### src/rtl/rr_arbiter_2_pkg.sv
// Shared types and constants for the two-source round-robin arbiter family.
package rr_arbiter_2_pkg;

    typedef enum logic [1:0] {
        StIdle = 2'd0,
        StGnt0 = 2'd1,
        StGnt1 = 2'd2
    } arb_state_e;

    localparam logic [1:0] GrantNone = 2'b00;

    function automatic logic [1:0] state_to_grant(arb_state_e st);
        logic [1:0] g;
        g = GrantNone;
        case (st)
            StGnt0:  g = 2'b01;
            StGnt1:  g = 2'b10;
            default: g = GrantNone;
        endcase
        return g;
    endfunction

endpackage

### src/rtl/rr_arbiter_2_if.sv
// Request/grant bundle between two requesting sources and the arbiter.
interface rr_arbiter_2_if;

    logic [1:0] req;
    logic       done;
    logic [1:0] grant;
    logic       select_line;
    logic       busy;
    logic       timeout_flag;

    modport master (
        output req,
        output done,
        input  grant,
        input  select_line,
        input  busy,
        input  timeout_flag
    );

    modport slave (
        input  req,
        input  done,
        output grant,
        output select_line,
        output busy,
        output timeout_flag
    );

endinterface

### src/rtl/rr_grant_timer.sv
// Per-grant cycle counter with clear/enable, saturation and expiry outputs.
module rr_grant_timer #(
    parameter int unsigned TIMEOUT = 16,
    parameter int unsigned CNT_W   = 5
) (
    input  logic clk,
    input  logic rst_n,
    input  logic clear_i,
    input  logic en_i,
    output logic sat_o,
    output logic expire_o
);

    localparam bit               TimeoutEn = (TIMEOUT != 0);
    localparam logic [CNT_W-1:0] ExpireVal = CNT_W'(TIMEOUT - 1);
    localparam logic [CNT_W-1:0] CntMax    = '1;

    logic [CNT_W-1:0] cnt_q, cnt_d;

    always_comb begin
        cnt_d = cnt_q;
        if (clear_i) begin
            cnt_d = '0;
        end else if (en_i) begin
            cnt_d = cnt_q + CNT_W'(1);
        end
    end

    always_ff @(posedge clk) begin
        if (!rst_n) begin
            cnt_q <= '0;
        end else begin
            cnt_q <= cnt_d;
        end
    end

    assign sat_o    = (cnt_q == CntMax);
    assign expire_o = TimeoutEn && (cnt_q == ExpireVal);

endmodule

### src/rtl/rr_arbiter_2.sv
// Two-source round-robin arbiter with per-grant timeout; all outputs registered
// so the downstream mux select never glitches.
module rr_arbiter_2 #(
    parameter int unsigned TIMEOUT = 16,
    parameter int unsigned CNT_W   = 5
) (
    input  logic          clk,
    input  logic          rst_n,
    rr_arbiter_2_if.slave bus
);
    import rr_arbiter_2_pkg::*;

    arb_state_e state_q, state_d;
    logic       last_q, last_d;
    logic [1:0] grant_q, grant_d;
    logic       sel_q, sel_d;
    logic       busy_q, busy_d;
    logic       flag_q, flag_d;

    logic       tmr_clear, tmr_en, tmr_sat, tmr_expire;
    logic       own, release_req;

    rr_grant_timer #(
        .TIMEOUT (TIMEOUT),
        .CNT_W   (CNT_W)
    ) u_timer (
        .clk      (clk),
        .rst_n    (rst_n),
        .clear_i  (tmr_clear),
        .en_i     (tmr_en),
        .sat_o    (tmr_sat),
        .expire_o (tmr_expire)
    );

    assign own         = (state_q == StGnt1);
    assign release_req = bus.done || !bus.req[own] || tmr_expire;

    always_comb begin
        state_d   = state_q;
        last_d    = last_q;
        flag_d    = 1'b0;
        tmr_clear = 1'b0;
        tmr_en    = 1'b0;
        case (state_q)
            StIdle: begin
                tmr_clear = 1'b1;
                case (bus.req)
                    2'b01:   state_d = StGnt0;
                    2'b10:   state_d = StGnt1;
                    2'b11:   state_d = last_q ? StGnt0 : StGnt1;
                    default: state_d = StIdle;
                endcase
            end
            StGnt0, StGnt1: begin
                if (release_req) begin
                    tmr_clear = 1'b1;
                    last_d    = own;
                    // done wins over a simultaneous timeout; a withdrawn owner is not flagged
                    flag_d    = tmr_expire && !bus.done && bus.req[own];
                    if (bus.req[!own]) begin
                        state_d = own ? StGnt0 : StGnt1;
                    end else begin
                        state_d = StIdle;
                    end
                end else begin
                    tmr_en = !tmr_sat;
                end
            end
            default: state_d = StIdle;
        endcase
    end

    always_comb begin
        grant_d = state_to_grant(state_d);
        busy_d  = (state_d != StIdle);
        sel_d   = sel_q;
        if (state_d == StGnt0) begin
            sel_d = 1'b0;
        end else if (state_d == StGnt1) begin
            sel_d = 1'b1;
        end
    end

    always_ff @(posedge clk) begin
        if (!rst_n) begin
            state_q <= StIdle;
            last_q  <= 1'b1;
            grant_q <= GrantNone;
            sel_q   <= 1'b0;
            busy_q  <= 1'b0;
            flag_q  <= 1'b0;
        end else begin
            state_q <= state_d;
            last_q  <= last_d;
            grant_q <= grant_d;
            sel_q   <= sel_d;
            busy_q  <= busy_d;
            flag_q  <= flag_d;
        end
    end

    assign bus.grant        = grant_q;
    assign bus.select_line  = sel_q;
    assign bus.busy         = busy_q;
    assign bus.timeout_flag = flag_q;

endmodule

### src/flat_wrapper.sv
// flat-port wrapper written by rule: the top's interface ports become plain ports
module rr_arbiter_2_flat import rr_arbiter_2_pkg::*;
#(
    parameter int unsigned TIMEOUT = 16,
    parameter int unsigned CNT_W   = 5
)
  (clk, rst_n, bus_req, bus_done, bus_grant, bus_select_line, bus_busy, bus_timeout_flag);
  rr_arbiter_2_if bus_i ();
  input  logic clk;
  input  logic rst_n;
  input wire logic [$bits(bus_i.req)-1:0] bus_req;
  input wire logic [$bits(bus_i.done)-1:0] bus_done;
  output wire logic [$bits(bus_i.grant)-1:0] bus_grant;
  output wire logic [$bits(bus_i.select_line)-1:0] bus_select_line;
  output wire logic [$bits(bus_i.busy)-1:0] bus_busy;
  output wire logic [$bits(bus_i.timeout_flag)-1:0] bus_timeout_flag;
  assign bus_i.req = bus_req;
  assign bus_i.done = bus_done;
  assign bus_grant = bus_i.grant;
  assign bus_select_line = bus_i.select_line;
  assign bus_busy = bus_i.busy;
  assign bus_timeout_flag = bus_i.timeout_flag;
  rr_arbiter_2 #(.TIMEOUT(TIMEOUT), .CNT_W(CNT_W)) u_core (.clk(clk), .rst_n(rst_n), .bus(bus_i));
endmodule
### config.mk
export PLATFORM = sky130hd
export DESIGN_NAME = rr_arbiter_2_flat
export DESIGN_NICKNAME = d
export VERILOG_FILES = /design/src/rtl/rr_arbiter_2_pkg.sv /design/src/rtl/rr_arbiter_2_if.sv /design/src/rtl/rr_grant_timer.sv /design/src/rtl/rr_arbiter_2.sv /design/src/flat_wrapper.sv
export SDC_FILE = /design/constraint.sdc
export NUM_CORES = 1
export LEC_CHECK = 0
export CORE_MARGIN = 4
export CORE_UTILIZATION = 52
export CTS_BUF_LIST = sky130_fd_sc_hd__clkbuf_16
export CTS_CLUSTER_SIZE = 8
export DETAILED_ROUTE_END_ITERATION = 8
export PLACE_DENSITY = 0.87
export SLEW_MARGIN = 20
export SYNTH_ARGS = -nofsm -noshare
export SYNTH_HDL_FRONTEND = slang
export SYNTH_SLANG_ARGS = --single-unit
### constraint.sdc
create_clock -name clk -period 3.92 [get_ports clk]
set_input_delay 0.588 -clock clk [delete_from_list [all_inputs] [get_ports clk]]
set_output_delay 0.588 -clock clk [all_outputs]
set_load 0.005 [all_outputs]
# --- Yosys cells after proc, flatten, opt, wreduce, memory -nomap -nowiden ---
# Index checks and enable logic that the tools add are counted.
op_classes:
  add_sub_neg: 1
  n_lt_le_gt_ge: 2
  n_eq_ne: 9
  n_mux: 15
  bitwise: 1
  reduce_logical: 15
ops:
  columns: ["op", "count"]
  rows:
  - ["equality test 2 bit, second input constant", 4]
  - ["two-way mux 2 bit", 4]
  - ["one-hot mux 2 bit (2 select lines)", 2]
  - ["two-way mux 1 bit", 7]
  - ["equality test 2 x 1 -> 1 bit, second input constant", 3]
  - ["one-hot mux 2 bit (3 select lines)", 1]
  - ["OR reduction 2 bit", 3]
  - ["adder 5 x 1 -> 5 bit, second input constant", 1]
  - ["equality test 5 x 4 -> 1 bit, second input constant", 1]
  - ["equality test 5 bit, second input constant", 1]
  - ["zero test 1 bit", 4]
  - ["less-than comparator 1 x 2 -> 1 bit, second input constant", 2]
  - ["AND reduction 3 bit", 1]
  - ["logical AND 1 bit", 2]
  - ["zero test 2 bit", 1]
  - ["logical OR 1 bit", 2]
  - ["one-hot mux 1 bit (2 select lines)", 1]
  - ["AND reduction 2 bit", 1]
  - ["nonzero test 2 bit", 1]
  - ["inverter 1 bit", 1]
totals:
  regBits: 13
  in_bits: 5
  output_inout_bits: 5
  elab_cells: 50

# --- Depth between registers and ports, before layout ---
# Gate-level depths: netlist of the first run.
logic_depth:
  depth_word: 10
  ltp_mapped: 7
  ltp_nobuf: 7

# --- Modules after synthesis ---
# A second synthesis of the first run with hierarchy kept.
hier_totals:
  hier_cells: 74
  hier_area_um2: 690.7
by_module_without_submodules:
  columns: ["mod", "n_inst", "cells_each", "area_each_um2", "seq_area_each_um2"]
  rows:
  - ["rr_arbiter_2", 1, 49, 439.2, 160.2]
  - ["rr_grant_timer", 1, 25, 251.5, 100.1]

# --- Worst setup path before layout of the first run ---
# Ideal clock, no wire load.
synth_path:
  path_type: "reg-to-reg"
  start: "register u_core.u_timer.cnt_q[0]"
  end: "register u_core.grant_q[0], in the netlist u_core.bus.grant[0]"
  setup_ps: 73
  t_arrival_ps: 1894
  required_ps: 3847
  setup_slack_ps: 1953
  stages_incl_launch_ff: 8
  n_path_buf: 0
  synth_period_minus_slack_ps: 1967
  path_cell_list: "dfxtp_1 ha_1 and3_1 ha_1 or2_2 o2111a_1 a211oi_4 nor3b_2"
synth_between:
  elab_chain_len: 6
  word_cells_on_any_way: 7
  cone_classes: "eq/ne (3); mux (3); reduce/logical (1)"
synth_rtl:
  columns: ["element", "line", "text"]
  rows:
  - ["from (decl)", "rr_grant_timer.sv:18", "logic [CNT_W-1:0] cnt_q, cnt_d;"]
  - ["from (signal assigned)", "rr_grant_timer.sv:33", "cnt_q <= cnt_d;"]
  - ["equality test 5 x 4 -> 1 bit (*)", "rr_grant_timer.sv:38", "assign expire_o = TimeoutEn && (cnt_q == ExpireVal);"]
  - ["logical OR 1 bit (*)", "rr_arbiter_2.sv:36", "assign release_req = bus.done || !bus.req[own] || tmr_expire;"]
  - ["two-way mux 2 bit (*)", "rr_arbiter_2.sv:55", "if (release_req) begin"]
  - ["one-hot mux 2 bit (2 select lines) (*)", "rr_arbiter_2.sv:44", "case (state_q)"]
  - ["equality test 2 bit / equality test 2 x 1 -> 1 bit (equally long branches)", "rr_arbiter_2_pkg.sv:15", "case (st)"]
  - ["one-hot mux 2 bit (2 select lines) (*)", "rr_arbiter_2_pkg.sv:15", null]
  - ["to (signal assigned)", "rr_arbiter_2.sv:88", "grant_q <= GrantNone;"]
  - ["to (signal assigned)", "rr_arbiter_2.sv:95", "grant_q <= grant_d;"]
  - ["to (decl)", "rr_arbiter_2.sv:15", "logic [1:0] grant_q, grant_d;"]
# Every way passes the cells marked *; elsewhere a longest branch is shown, timed or not.
# A chain may end at the register's enable or synchronous reset.

# --- Final worst setup path of the first run ---
# Ends and elaborated chain as after synthesis.

==> results of run 1 <==
## per-stage QoR
stage	cell area, µm²	setup slack, ns	cells
2_1_floorplan	723.2	1.953	74
3_3_place_gp	832.0	1.736	98
3_5_place_dp	832.0	1.675	98
4_1_cts	910.9	1.755	102
5_1_grt	910.9	1.609	102
6_report	910.9	1.738	102
## layout by cell type, fill, tap and decap left out, drive strengths merged, types with 2 or more instances in the layout
cell            n
mux2            2
and3            3
clkdlybuf4s50   9
nor3b           2
nand3           2
nand2           3
nor3            3
dfxtp          13
a21oi           2
nand4           2
ha              7
inv            11
xor2            2
a211oi          3
clkbuf          3
mux2i           2
nor2            5
## final cells by class
type                    instances  share of cell area, %
clock inverters                 1                 0.4121
multi-input cells              51                  46.70
clock buffers                   3                  8.242
well taps                      15                  2.060
inverters                      10                  4.121
flip-flops and latches         13                  28.57
repair buffers                  9                  9.890
## per-layer routing
metal	up-vias	GRT usage, %	share of wire [%]
met3	2	5.179	4.1
met5	-	0	0
met4	0	5.263	0.73
li1	291	-	-
met2	11	28.53	47
met1	293	20.98	48
## cell usage after synthesis
| library cell | count | share of area [%] |
|---|---|---|
| sky130_fd_sc_hd__a211oi_4 | 1 | 2.8 |
| sky130_fd_sc_hd__o211ai_1 | 1 | 1.0 |
| sky130_fd_sc_hd__and2b_1 | 1 | 1.0 |
| sky130_fd_sc_hd__o2111ai_1 | 1 | 1.2 |
| sky130_fd_sc_hd__inv_1 | 10 | 5.2 |
| sky130_fd_sc_hd__mux2_4 | 1 | 2.1 |
| sky130_fd_sc_hd__dfxtp_1 | 13 | 36 |
| sky130_fd_sc_hd__nand2_1 | 3 | 1.6 |
| sky130_fd_sc_hd__nor3_1 | 3 | 2.1 |
| sky130_fd_sc_hd__and4_2 | 1 | 1.4 |
| sky130_fd_sc_hd__nor3b_1 | 1 | 1.0 |
| sky130_fd_sc_hd__a2111oi_0 | 1 | 1.2 |
| sky130_fd_sc_hd__nand3_1 | 1 | 0.69 |
| sky130_fd_sc_hd__o21ai_0 | 1 | 0.69 |
| sky130_fd_sc_hd__a41oi_1 | 1 | 1.2 |
| sky130_fd_sc_hd__or2_2 | 1 | 0.87 |
| sky130_fd_sc_hd__xor2_1 | 2 | 2.4 |
| sky130_fd_sc_hd__and3_4 | 1 | 1.6 |
| sky130_fd_sc_hd__and3_1 | 2 | 1.7 |
| sky130_fd_sc_hd__nand3_4 | 1 | 2.4 |
| sky130_fd_sc_hd__o2111a_1 | 1 | 1.6 |
| sky130_fd_sc_hd__or3_1 | 1 | 0.87 |
| sky130_fd_sc_hd__a31oi_1 | 1 | 0.87 |
| sky130_fd_sc_hd__ha_1 | 7 | 12 |
| sky130_fd_sc_hd__o32ai_1 | 1 | 1.2 |
| sky130_fd_sc_hd__a211oi_1 | 2 | 2.1 |
| sky130_fd_sc_hd__a21bo_2 | 1 | 1.4 |
| sky130_fd_sc_hd__nor2_1 | 5 | 2.6 |
| sky130_fd_sc_hd__mux2_2 | 1 | 1.6 |
| sky130_fd_sc_hd__mux2i_1 | 2 | 2.8 |
| sky130_fd_sc_hd__nand4_1 | 2 | 1.7 |
| sky130_fd_sc_hd__nor3b_2 | 1 | 1.7 |
| sky130_fd_sc_hd__a21oi_1 | 2 | 1.4 |
## worst register-to-register path, cell delays in order (launching register included)
cell and delay, ns:
sky130_fd_sc_hd__dfxtp_1 0.34, sky130_fd_sc_hd__ha_1 0.24, sky130_fd_sc_hd__and3_1 0.21, sky130_fd_sc_hd__ha_1 0.24, sky130_fd_sc_hd__or2_2 0.30, sky130_fd_sc_hd__o2111a_1 0.27, sky130_fd_sc_hd__a211oi_4 0.32, sky130_fd_sc_hd__nor3b_2 0.21
## registers in the layout, indices dropped and copies added, names as in the netlist
signal	flops
u_core.last_q	1
u_core.bus.busy	1
u_core.u_timer.cnt_q	5
u_core.state_q	2
u_core.bus.timeout_flag	1
u_core.bus.grant	2
u_core.bus.select_line	1
## power by group
group / leakage, nW / total (mW) / internal [mW] / switching (mW)
registers: 0.106 / 0.152 / 0.144 / 0.00815
logic: 0.243 / 0.0915 / 0.0450 / 0.0465
clock network: 0.0423 / 0.185 / 0.134 / 0.0511
total: 0.391 / 0.429 / 0.323 / 0.106
## kinds of logic (layout without fill, tap and decap cells)
kind of cell,after synthesis,after routing
AO/OA/AOI/OAI,14,14
XOR/XNOR,2,2
adder cells (fa/ha/maj),7,7
buffers and inverters,10,23
flip-flops,13,13
multiplexers,4,4
AND/OR/NAND/NOR,24,24
## path summary, 6_finish.rpt
check / slack [ns] / to / cells past startpoint / start
hold / removal: 0.48 / u_core.bus.select_line$_SDFFE_PP0N_ / 2 / u_core.bus.select_line$_SDFFE_PP0N_
hold reg to reg: 0.48 / u_core.bus.select_line$_SDFFE_PP0N_ / 2 / u_core.bus.select_line$_SDFFE_PP0N_
setup reg to reg: 1.74 / u_core.bus.grant[0]$_SDFF_PN0_ / 7 / u_core.u_timer.cnt_q[0]$_SDFFE_PP0P_
setup / recovery: 1.74 / u_core.bus.grant[0]$_SDFF_PN0_ / 7 / u_core.u_timer.cnt_q[0]$_SDFFE_PP0P_
==> impl_results.md, run 1 <==
- Share of the cycle needed by the critical path after routing: 55.68%
- Area taken by flip-flops and latches: 260.3 µm²
- Initial Utilization: between 50 and 60%
- Required time of the critical path: 4.09 ns
- Insertion delay of the later-clocked pin in the worst-skew pair: ~0.24 ns
- Signed area change from the synthesized netlist to the final layout: 25.95%
- Buffers on Ports: 9
- Maximum vdd drop: 0.4282 mV
- Final hold slack: approximately 0.48 ns
- Worst path slowest cell: sky130_fd_sc_hd__dfxtp_1
- Critical setup path kind: flop to flop
- Std cell rows: 13
- Via count of the first global-routing pass: roughly 640
- Number of warnings printed during yosys synthesis: 0
- Number of nets with antenna violations after routing: 0
- Adder and majority cell fraction of the synthesized area: 12.11%
- Kind of end point of the critical path: flop
- Unrepaired setup endpoints after global routing: no
- Chip width: around 45 µm
- Die Footprint: 2051 µm²
- Final setup violating endpoints: 0
- PnR Total Power: 0.4287 mW
- Gate count after technology mapping: 74
- FMAX: 458.2 MHz
- Pins Over Slew Limit: 0
- Hold WC Path Type: flop to flop
- Cts-stage hold buffer count: 0
- Overall global routing resource usage: roughly 17%
- Headroom to the max-slew limit: between 70% and 80%
- Clock-pin slew of the registers on the worst-case setup and hold paths: approximately 0.04 ns
- Worst Max-Slew Pin Slew: between 0.4 and 0.5 ns
- Share of final-layout standard cells stronger than drive strength 1: about 14%
- Mapped Area: approximately 720 µm²
- Post-DP HPWL: 1038 µm
- Number of antenna violations at the first check in global routing: 0
- Clock tree from TritonCTS: yes
- Largest stage delay, worst path: 0.34 ns
- Number of CTS-inserted buffers: 3
- Area used by multi-input combinational logic: 425.4 µm²
- Number of fillers in the final layout: roughly 100
- Remaining global-route overflow: 0
- Number of iterations in the first detailed-routing pass: 4
- Setup TNS: 0 ns
- Main combinational cell family by area after synthesis: simple AND/OR/NAND/NOR gates
- Distinct cell type count of the synthesized netlist: 33
- Post-Route Skew: between 0.002 and 0.003 ns
- Number of DRC markers after the initial detailed-route iteration: 14
- Maximum buffer depth of the clock tree: 2
- Post-Synth XOR/XNOR Area: 2.422%
- # resized after CTS: 0
- CP Data Arrival Time: roughly 2.4 ns
- Sequential share of the synthesized area: 35.99%
- Layout Nets: 100
- Crit path launch type: flop
- Fraction of the mapped netlist area in compound gates: 16.61%
- Max-capacitance violation count: 0
- Cell occurring most often along the worst timing path: sky130_fd_sc_hd__ha_1
- Total clock sinks: 13
- Maximum number of pins on one net before global-route repair: 8
- Yosys reg bits: 13
- N_diodes: 0
- Final Hold Viols: 0
- Final core area utilization: ~70%
- Number of buffers inserted by post-CTS setup repair: 0
- Via-per-instance ratio: 5.853
- Die extent in y: about 45 µm
- Pwr per Cell Area: 470.7 nW/µm²
- Simple-Gate Fraction of Synth Area: a little over a fifth
- Post-Synthesis Mean Instance Area: about 10 µm²
- Routed wire length: ~1500 µm
- Remaining design rule violation count: 0
- Multiplexer share of the synthesized area: 6.401%
- Critical-path maximum fanout: 5
- Critical path's top delay family: simple AND/OR/NAND/NOR gates
- Run status: finished clean
- Top-level I/O count: 10
- First-pass GRT wire length: ~2600 µm
- Post-route minimum period: between 2 and 2.5 ns
- Vias after detailed routing: ~600
- Root Driver: sky130_fd_sc_hd__clkbuf_16
- Post-synth net total: 86
- Floorplan Core Area: between 1000 and 1500 µm²
- Bufs and invs on worst path: 0
- Global placer's final weighted congestion: 0.7765
- Routed length per placed instance: approximately 15 µm
- Critical path, cell by cell: ha_1 -> and3_1 -> ha_1 -> or2_2 -> o2111a_1 -> a211oi_4 -> nor3b_2
- Number of H-tree levels: 1
- Leakage power: about 0.39 nW
Power figures use the tool's default switching activity.
==> inputs of run 2 (changes only) <==
--- a/config.mk
+++ b/config.mk
@@ -6,11 +6,11 @@
 export NUM_CORES = 1
 export LEC_CHECK = 0
 export CORE_MARGIN = 4
-export CORE_UTILIZATION = 52
+export CORE_UTILIZATION = 46
 export CTS_BUF_LIST = sky130_fd_sc_hd__clkbuf_16
 export CTS_CLUSTER_SIZE = 8
 export DETAILED_ROUTE_END_ITERATION = 8
-export PLACE_DENSITY = 0.87
+export PLACE_DENSITY = 0.83
 export SLEW_MARGIN = 20
 export SYNTH_ARGS = -nofsm -noshare
 export SYNTH_HDL_FRONTEND = slang
==> constraint.sdc (replaced) <==
create_clock -name clk -period 1.9 [get_ports clk]
set_input_delay 0.285 -clock clk [delete_from_list [all_inputs] [get_ports clk]]
set_output_delay 0.285 -clock clk [all_outputs]
set_load 0.005 [all_outputs]
==> run 2 against run 1 <==
  * Register-to-register slack got worse by 1.7 ns
  * Setup slack worse by 1.7 ns
  * Non-clock buffer count is 9 higher
  * Largest cell class unchanged
  * Flip-flop and latch count unchanged
  * Hold slack better by 0.013 ns
  * Largest power group unchanged
  * Critical path depth stayed put
  * Global-route usage is 0.47 points higher
  * Clock skew fell by 0.0013 ns
  * Via count up 6.4%
  * Clock power increased by 110%
==> impl_results.md, run 2 (synthesized netlist as in run 1, its figures left out) <==
- Run status: finished clean
- Insertion delay of the later-clocked pin in the worst-skew pair: about 0.24 ns
- Largest register by flop count: u_core.u_timer.cnt_q
- Critical setup path kind: flop to flop
- Buffers on Ports: 9
- FMAX: ~530 MHz
- Die Footprint: approximately 2300 µm²
- Total clock sinks: 13
- Critical-path maximum fanout: 5
- First-pass GRT wire length: about 2700 µm
- Signed area change from the synthesized netlist to the final layout: 47.58%
- Number of iterations in the first detailed-routing pass: 4
- Final Hold Viols: 0
- Maximum number of pins on one net before global-route repair: 8
- Headroom to the max-slew limit: between 70% and 80%
- Routed wire length: between 1500 and 2000 µm
- N_diodes: 0
- Met2 Resource Use GR: around 25%
- Remaining design rule violation count: 0
- Final hold slack: 0.4971 ns
- Post-DP HPWL: 1102 µm
- Max-capacitance violation count: 0
- Fraction of met3 tracks used by global routing: under 10%
- Layout Nets: ~110
- Global placer's final weighted congestion: a little over 0.8
- Global-route met1 utilization: 23.08%
- Maximum buffer depth of the clock tree: 2
- Initial Utilization: roughly half
- Clock tree from TritonCTS: yes
- Crit path launch type: flop
- Most Crowded Layer GR: met2
- Vias after detailed routing: approximately 640
- Share of final-layout standard cells stronger than drive strength 1: approximately 36%
- Remaining global-route overflow: 0
- Std cell rows: 14
- Routed length per placed instance: 15.78 µm
- Highest-count cells in the layout ignoring fill and taps: sky130_fd_sc_hd__inv_1, sky130_fd_sc_hd__dfxtp_1, sky130_fd_sc_hd__clkdlybuf4s50_1, sky130_fd_sc_hd__buf_4, sky130_fd_sc_hd__nor2_1
- Pwr per Cell Area: 867.9 nW/µm²
- Pins Over Slew Limit: 0
- Final cell count without fillers: 112
- Worst path slowest cell: sky130_fd_sc_hd__dfxtp_2
- Commonest non-fill, non-tap cell in the layout: sky130_fd_sc_hd__inv_1
- Clock-pin slew of the registers on the worst-case setup and hold paths: 0.04 ns
- Final setup violating endpoints: 0
- Placement-stage cell area: around 890 µm²
- Root Driver: sky130_fd_sc_hd__clkbuf_16
- Flip-flop count of the largest register, all copies and words added: 5
- Largest stage delay, worst path: 0.33 ns
- Leakage power: around 0.44 nW
- Number of H-tree levels: 1
- Top-level I/O count: 10
- Cell occurring most often along the worst timing path: sky130_fd_sc_hd__ha_4
- Cts-stage hold buffer count: 0
- Unrepaired setup endpoints after global routing: yes
- Critical path's top delay family: simple AND/OR/NAND/NOR gates
- Via-per-instance ratio: between 5 and 6
- Kind of end point of the critical path: flop
- Die extent in y: about 48 µm
- Number of DRC markers after the initial detailed-route iteration: 16
- CP Data Arrival Time: 2.06 ns
- Post-Route Skew: between 0.001 and 0.0015 ns
- Share of the cycle needed by the critical path after routing: roughly 100%
- Number of fillers in the final layout: approximately 100
- Post-route cell area: about 1100 µm²
- Number of nets with antenna violations after routing: 0
- Hold WC Path Type: flop to flop
- Bufs and invs on worst path: 0
- Post-route minimum period: 1.891 ns
- Number of CTS-inserted buffers: 3
- Required time of the critical path: 2.07 ns
- Floorplan Core Area: 1489 µm²
- Inst Count DP: around 110
- Worst Max-Slew Pin Slew: 0.4017 ns
- Critical path, cell by cell: ha_4 -> and3_4 -> ha_4 -> or2_4 -> o2111a_1 -> a211oi_4 -> nor3b_2
- Number of antenna violations at the first check in global routing: 0
- Overall global routing resource usage: 17.58%
- Maximum vdd drop: 0.6170 mV
- Via count of the first global-routing pass: about 650
- Chip width: about 48 µm
==> run 2: cell types whose count changed in the layout (fill, tap and decap cells not counted), moves of 2 or more <==
cell / change
sky130_fd_sc_hd__ha_4: +2
sky130_fd_sc_hd__dfxtp_1: -3
sky130_fd_sc_hd__buf_4: +9
sky130_fd_sc_hd__and3_1: -2
sky130_fd_sc_hd__dfxtp_2: +3
sky130_fd_sc_hd__and3_4: +2
sky130_fd_sc_hd__ha_2: +2
sky130_fd_sc_hd__ha_1: -4
==> run 2: power breakdown <==
part | internal [mW] | leakage [nW] | switching (mW)
Combinational | 0.112 | 0.287 | 0.110
Clock | 0.277 | 0.0423 | 0.111
Sequential | 0.298 | 0.107 | 0.0180
Total | 0.687 | 0.437 | 0.240
==> run 2: final timing paths <==
kind	depth (start not counted)	slack, ns	start	to
worst min register to register	2	0.50	u_core.bus.select_line$_SDFFE_PP0N_	u_core.bus.select_line$_SDFFE_PP0N_
worst max register to register	7	0.009	u_core.u_timer.cnt_q[0]$_SDFFE_PP0P_	u_core.bus.grant[0]$_SDFF_PN0_
worst min-delay path	2	0.50	u_core.bus.select_line$_SDFFE_PP0N_	u_core.bus.select_line$_SDFFE_PP0N_
worst max-delay path	7	0.009	u_core.u_timer.cnt_q[0]$_SDFFE_PP0P_	u_core.bus.grant[0]$_SDFF_PN0_
==> run 2: per-layer routing <==
layer | part of all wire (%) | vias up
li1 | - | 311
met1 | 46 | 303
met2 | 48 | 17
met3 | 5.0 | 4
met4 | 1.4 | 0
met5 | 0 | -
==> run 2: layout make-up <==
| cell class | instances | area [µm²] | share of cell area (%) |
|---|---|---|---|
| clock buffers | 3 | 75.07 | 7.034 |
| clock inverters | 1 | 3.754 | 0.3517 |
| inverters | 10 | 37.54 | 3.517 |
| multi-input cells | 51 | 509.2 | 47.71 |
| flip-flops and latches | 13 | 264.0 | 24.74 |
| well taps | 16 | 20.02 | 1.876 |
| repair buffers | 18 | 157.7 | 14.77 |
==> run 2: through the flow <==
| stage | utilization [%] | total power, mW | worst slack, ns | TNS [ns] |
|---|---|---|---|---|
| after CTS | 68.07 | 0.9165 | -0.02559 | -0.02559 |
| final | 71.68 | 0.9263 | 0.009336 | 0 |
| after global placement | 59.66 | 0.5113 | -0.06725 | -0.1970 |
| after detailed placement | 59.66 | 0.5156 | -0.1036 | -0.4162 |
| after floorplan | - | 0.4399 | 0.002736 | 0 |
| after global routing | 71.68 | 0.9640 | -0.01443 | -0.02293 |
==> run 2: tightest hold or removal path, stage by stage, from the launching register on <==
cell                      delay, ns
sky130_fd_sc_hd__dfxtp_1       0.32
sky130_fd_sc_hd__nand2_1       0.06
sky130_fd_sc_hd__o32ai_1       0.06
==> run 2: timing repair <==
item | 4_1_cts | 5_1_grt
gates resized for setup | 8 | 12
pin swaps | 3 | 3
endpoints found under the setup margin | 8 | 9
buffers inserted | 2 | 0
==> inputs of run 3 (changes only) <==
--- a/config.mk
+++ b/config.mk
@@ -5,7 +5,7 @@
 export SDC_FILE = /design/constraint.sdc
 export NUM_CORES = 1
 export LEC_CHECK = 0
-export CORE_MARGIN = 4
+export CORE_MARGIN = 2
 export CORE_UTILIZATION = 46
 export CTS_BUF_LIST = sky130_fd_sc_hd__clkbuf_16
 export CTS_CLUSTER_SIZE = 8
==> run 3 against run 2 <==
  * Critical path depth rose by 2
  * Sequential power barely moved
  * Die area fell by 16%
  * Largest cell class unchanged
  * Highest routed layer unchanged
==> impl_results.md, run 3 (synthesized netlist as in run 1, its figures left out) <==
- Run status: finished clean
- Worst setup timing slack at the placement stage: -0.1188 ns
- PnR Total Power: ~0.93 mW
- Number of iterations in the first detailed-routing pass: 4
- Total clock sinks: 13
- Worst path slowest cell: sky130_fd_sc_hd__dfxtp_2
- Crit path launch type: flop
- Overall global routing resource usage: 21.80%
- Largest register by flop count: u_core.u_timer.cnt_q
- Number of CTS-inserted buffers: 3
- Uppermost layer routed: met4
- Signed area change from the synthesized netlist to the final layout: 45.50%
- FMAX: ~530 MHz
- Root Driver: sky130_fd_sc_hd__clkbuf_16
- Initial Utilization: 48.57%
- Area taken by flip-flops and latches: about 260 µm²
- Routed wire length: 1753 µm
- Via-per-instance ratio: 5.623
- Final setup violating endpoints: 0
- Number of H-tree levels: 1
- Die Footprint: around 1900 µm²
- Global placer's final weighted congestion: 0.7999
- Required time of the critical path: about 2.1 ns
- Vias after detailed routing: approximately 640
- Number of fillers in the final layout: between 100 and 150
- Maximum vdd drop: roughly 0.65 mV
- Top-level I/O count: 10
- Std cell rows: 14
- Buffers on Ports: 9
- Kind of end point of the critical path: flop
- Share of final-layout standard cells stronger than drive strength 1: between 30% and 40%
- Inst Count DP: about 110
- Worst-case setup margin in the final layout: between 0.02 and 0.03 ns
- Met3 routed WL: between 100 and 150 µm
- Logic depth of the worst register-to-register path: 9
- Via count of the first global-routing pass: about 670
- Final Hold Viols: 0
- Maximum buffer depth of the clock tree: 2
- First-pass GRT wire length: roughly 3000 µm
- Post-route minimum period: around 1.9 ns
- Chip width: about 44 µm
- Layout Nets: approximately 110
- Floorplan Core Area: between 1000 and 1500 µm²
- Hold WC Path Type: flop to flop
- WL met2: around 820 µm
- Unrepaired setup endpoints after global routing: yes
- Critical path, cell by cell: ha_4 -> and3_4 -> ha_4 -> buf_4 -> nor2_1 -> buf_4 -> and3_4 -> a211oi_4 -> nor3b_2
- CP Data Arrival Time: a little over 2 ns
- Largest stage delay, worst path: approximately 0.35 ns
- Net switching component of the power: 0.2412 mW
- Max-capacitance violation count: 0
- Share of the cycle needed by the critical path after routing: between 90% and 100%
- Area used by multi-input combinational logic: 479.2 µm²
- Clock-pin slew of the registers on the worst-case setup and hold paths: approximately 0.050 ns
- Routed length per placed instance: between 15 and 20 µm
- Number of nets with antenna violations after routing: 0
- Flip-flop count of the largest register, all copies and words added: 5
- Die extent in y: roughly 44 µm
- N_diodes: 0
- Combinational group share of total power: between 20% and 30%
- Critical setup path kind: flop to flop
- Insertion delay of the later-clocked pin in the worst-skew pair: ~0.24 ns
- Clock tree from TritonCTS: yes
- Fraction of power spent switching nets: ~26%
- Post-DP HPWL: about 1100 µm
- Maximum number of pins on one net before global-route repair: 8
- Remaining global-route overflow: 0
- Worst Max-Slew Pin Slew: 0.4077 ns
- Final cell count without fillers: 114
- Pins Over Slew Limit: 0
- Clock network fraction of total power: a little over two fifths
- Number of antenna violations at the first check in global routing: 0
- Critical-path maximum fanout: 5
- Headroom to the max-slew limit: between 70% and 80%
- Highest-count cells in the layout ignoring fill and taps: sky130_fd_sc_hd__inv_1, sky130_fd_sc_hd__buf_4, sky130_fd_sc_hd__dfxtp_1
- Pwr per Cell Area: between 800 and 900 nW/µm²
- Critical path's top delay family: simple AND/OR/NAND/NOR gates
- Post-Route Skew: 0.003637 ns
- Setup TNS: 0 ns
- Number of cells on the critical path: 9
- Internal Power: 0.6912 mW
- Remaining design rule violation count: 0
- Hold path cells: 2
- Leakage power: ~0.45 nW
- Relative contribution of sequential cells to total power: about a third
- Number of DRC markers after the initial detailed-route iteration: 11
- Bufs and invs on worst path: 2
- Met1 Wirelength: roughly 790 µm
-- run 3: changes by cell type in the layout (fill, tap and decap cells not counted), sizes merged --
| cell | before | now |
|---|---|---|
| buf | 9 | 11 |
-- run 3: stage by stage --
step	util [%]	instance area, µm²	hold slack, ns
finish	70.67	1052	0.4995
global route	70.67	1052	0.5416
CTS	68.49	1020	0.5001
detailed placement	60.17	895.9	0.4866
global placement	60.17	895.9	0.4780
floorplan	-	725.7	0.3469
-- run 3: power by group through the flow --
stage	Clock, mW	Sequential [mW]	Combinational, mW
6_report	0.396	0.316	0.221
5_1_grt	0.417	0.317	0.244
4_1_cts	0.402	0.314	0.212
3_5_place_dp	0	0.318	0.205
3_3_place_gp	0	0.317	0.201
2_1_floorplan	0	0.316	0.123
-- run 3: final cells by class --
| class | instances | share of cell area, % |
|---|---|---|
| Timing Repair Buffer | 20 | 16.41 |
| Clock inverter | 1 | 0.3567 |
| Inverter | 10 | 3.567 |
| Sequential cell | 13 | 25.09 |
| Clock buffer | 3 | 7.134 |
| Tap cell | 16 | 1.902 |
| Multi-Input combinational cell | 51 | 45.54 |
-- run 3: path summary, 6_finish.rpt --
check,from,to,slack (ns)
setup / recovery,u_core.u_timer.cnt_q[1]$_SDFFE_PP0P_,u_core.bus.grant[0]$_SDFF_PN0_,0.03
hold / removal,u_core.bus.select_line$_SDFFE_PP0N_,u_core.bus.select_line$_SDFFE_PP0N_,0.50
hold reg to reg,u_core.bus.select_line$_SDFFE_PP0N_,u_core.bus.select_line$_SDFFE_PP0N_,0.50
setup reg to reg,u_core.u_timer.cnt_q[1]$_SDFFE_PP0P_,u_core.bus.grant[0]$_SDFF_PN0_,0.03
-- run 3: repair_timing --
| action | CTS | global route |
|---|---|---|
| endpoints found under the hold margin | 0 | 0 |
| setup endpoints to repair | 8 | 10 |
| pin swaps | 3 | 1 |
| buffers inserted | 2 | 1 |
| gates resized for setup | 8 | 7 |
| hold buffers | 0 | 0 |
-- run 3: worst reg2reg max path, cell delays in order, from the launching register on --
cell	delay (ns)
sky130_fd_sc_hd__dfxtp_2	0.35
sky130_fd_sc_hd__ha_4	0.13
sky130_fd_sc_hd__and3_4	0.20
sky130_fd_sc_hd__ha_4	0.14
sky130_fd_sc_hd__buf_4	0.10
sky130_fd_sc_hd__nor2_1	0.04
sky130_fd_sc_hd__buf_4	0.14
sky130_fd_sc_hd__and3_4	0.17
sky130_fd_sc_hd__a211oi_4	0.31
sky130_fd_sc_hd__nor3b_2	0.22
-- run 3: per-layer routing --
metal,vias to the layer above,track usage [%]
li1,313,-
met1,301,27.27
met2,23,33.82
met3,4,5.417
met4,0,12.73
met5,-,0
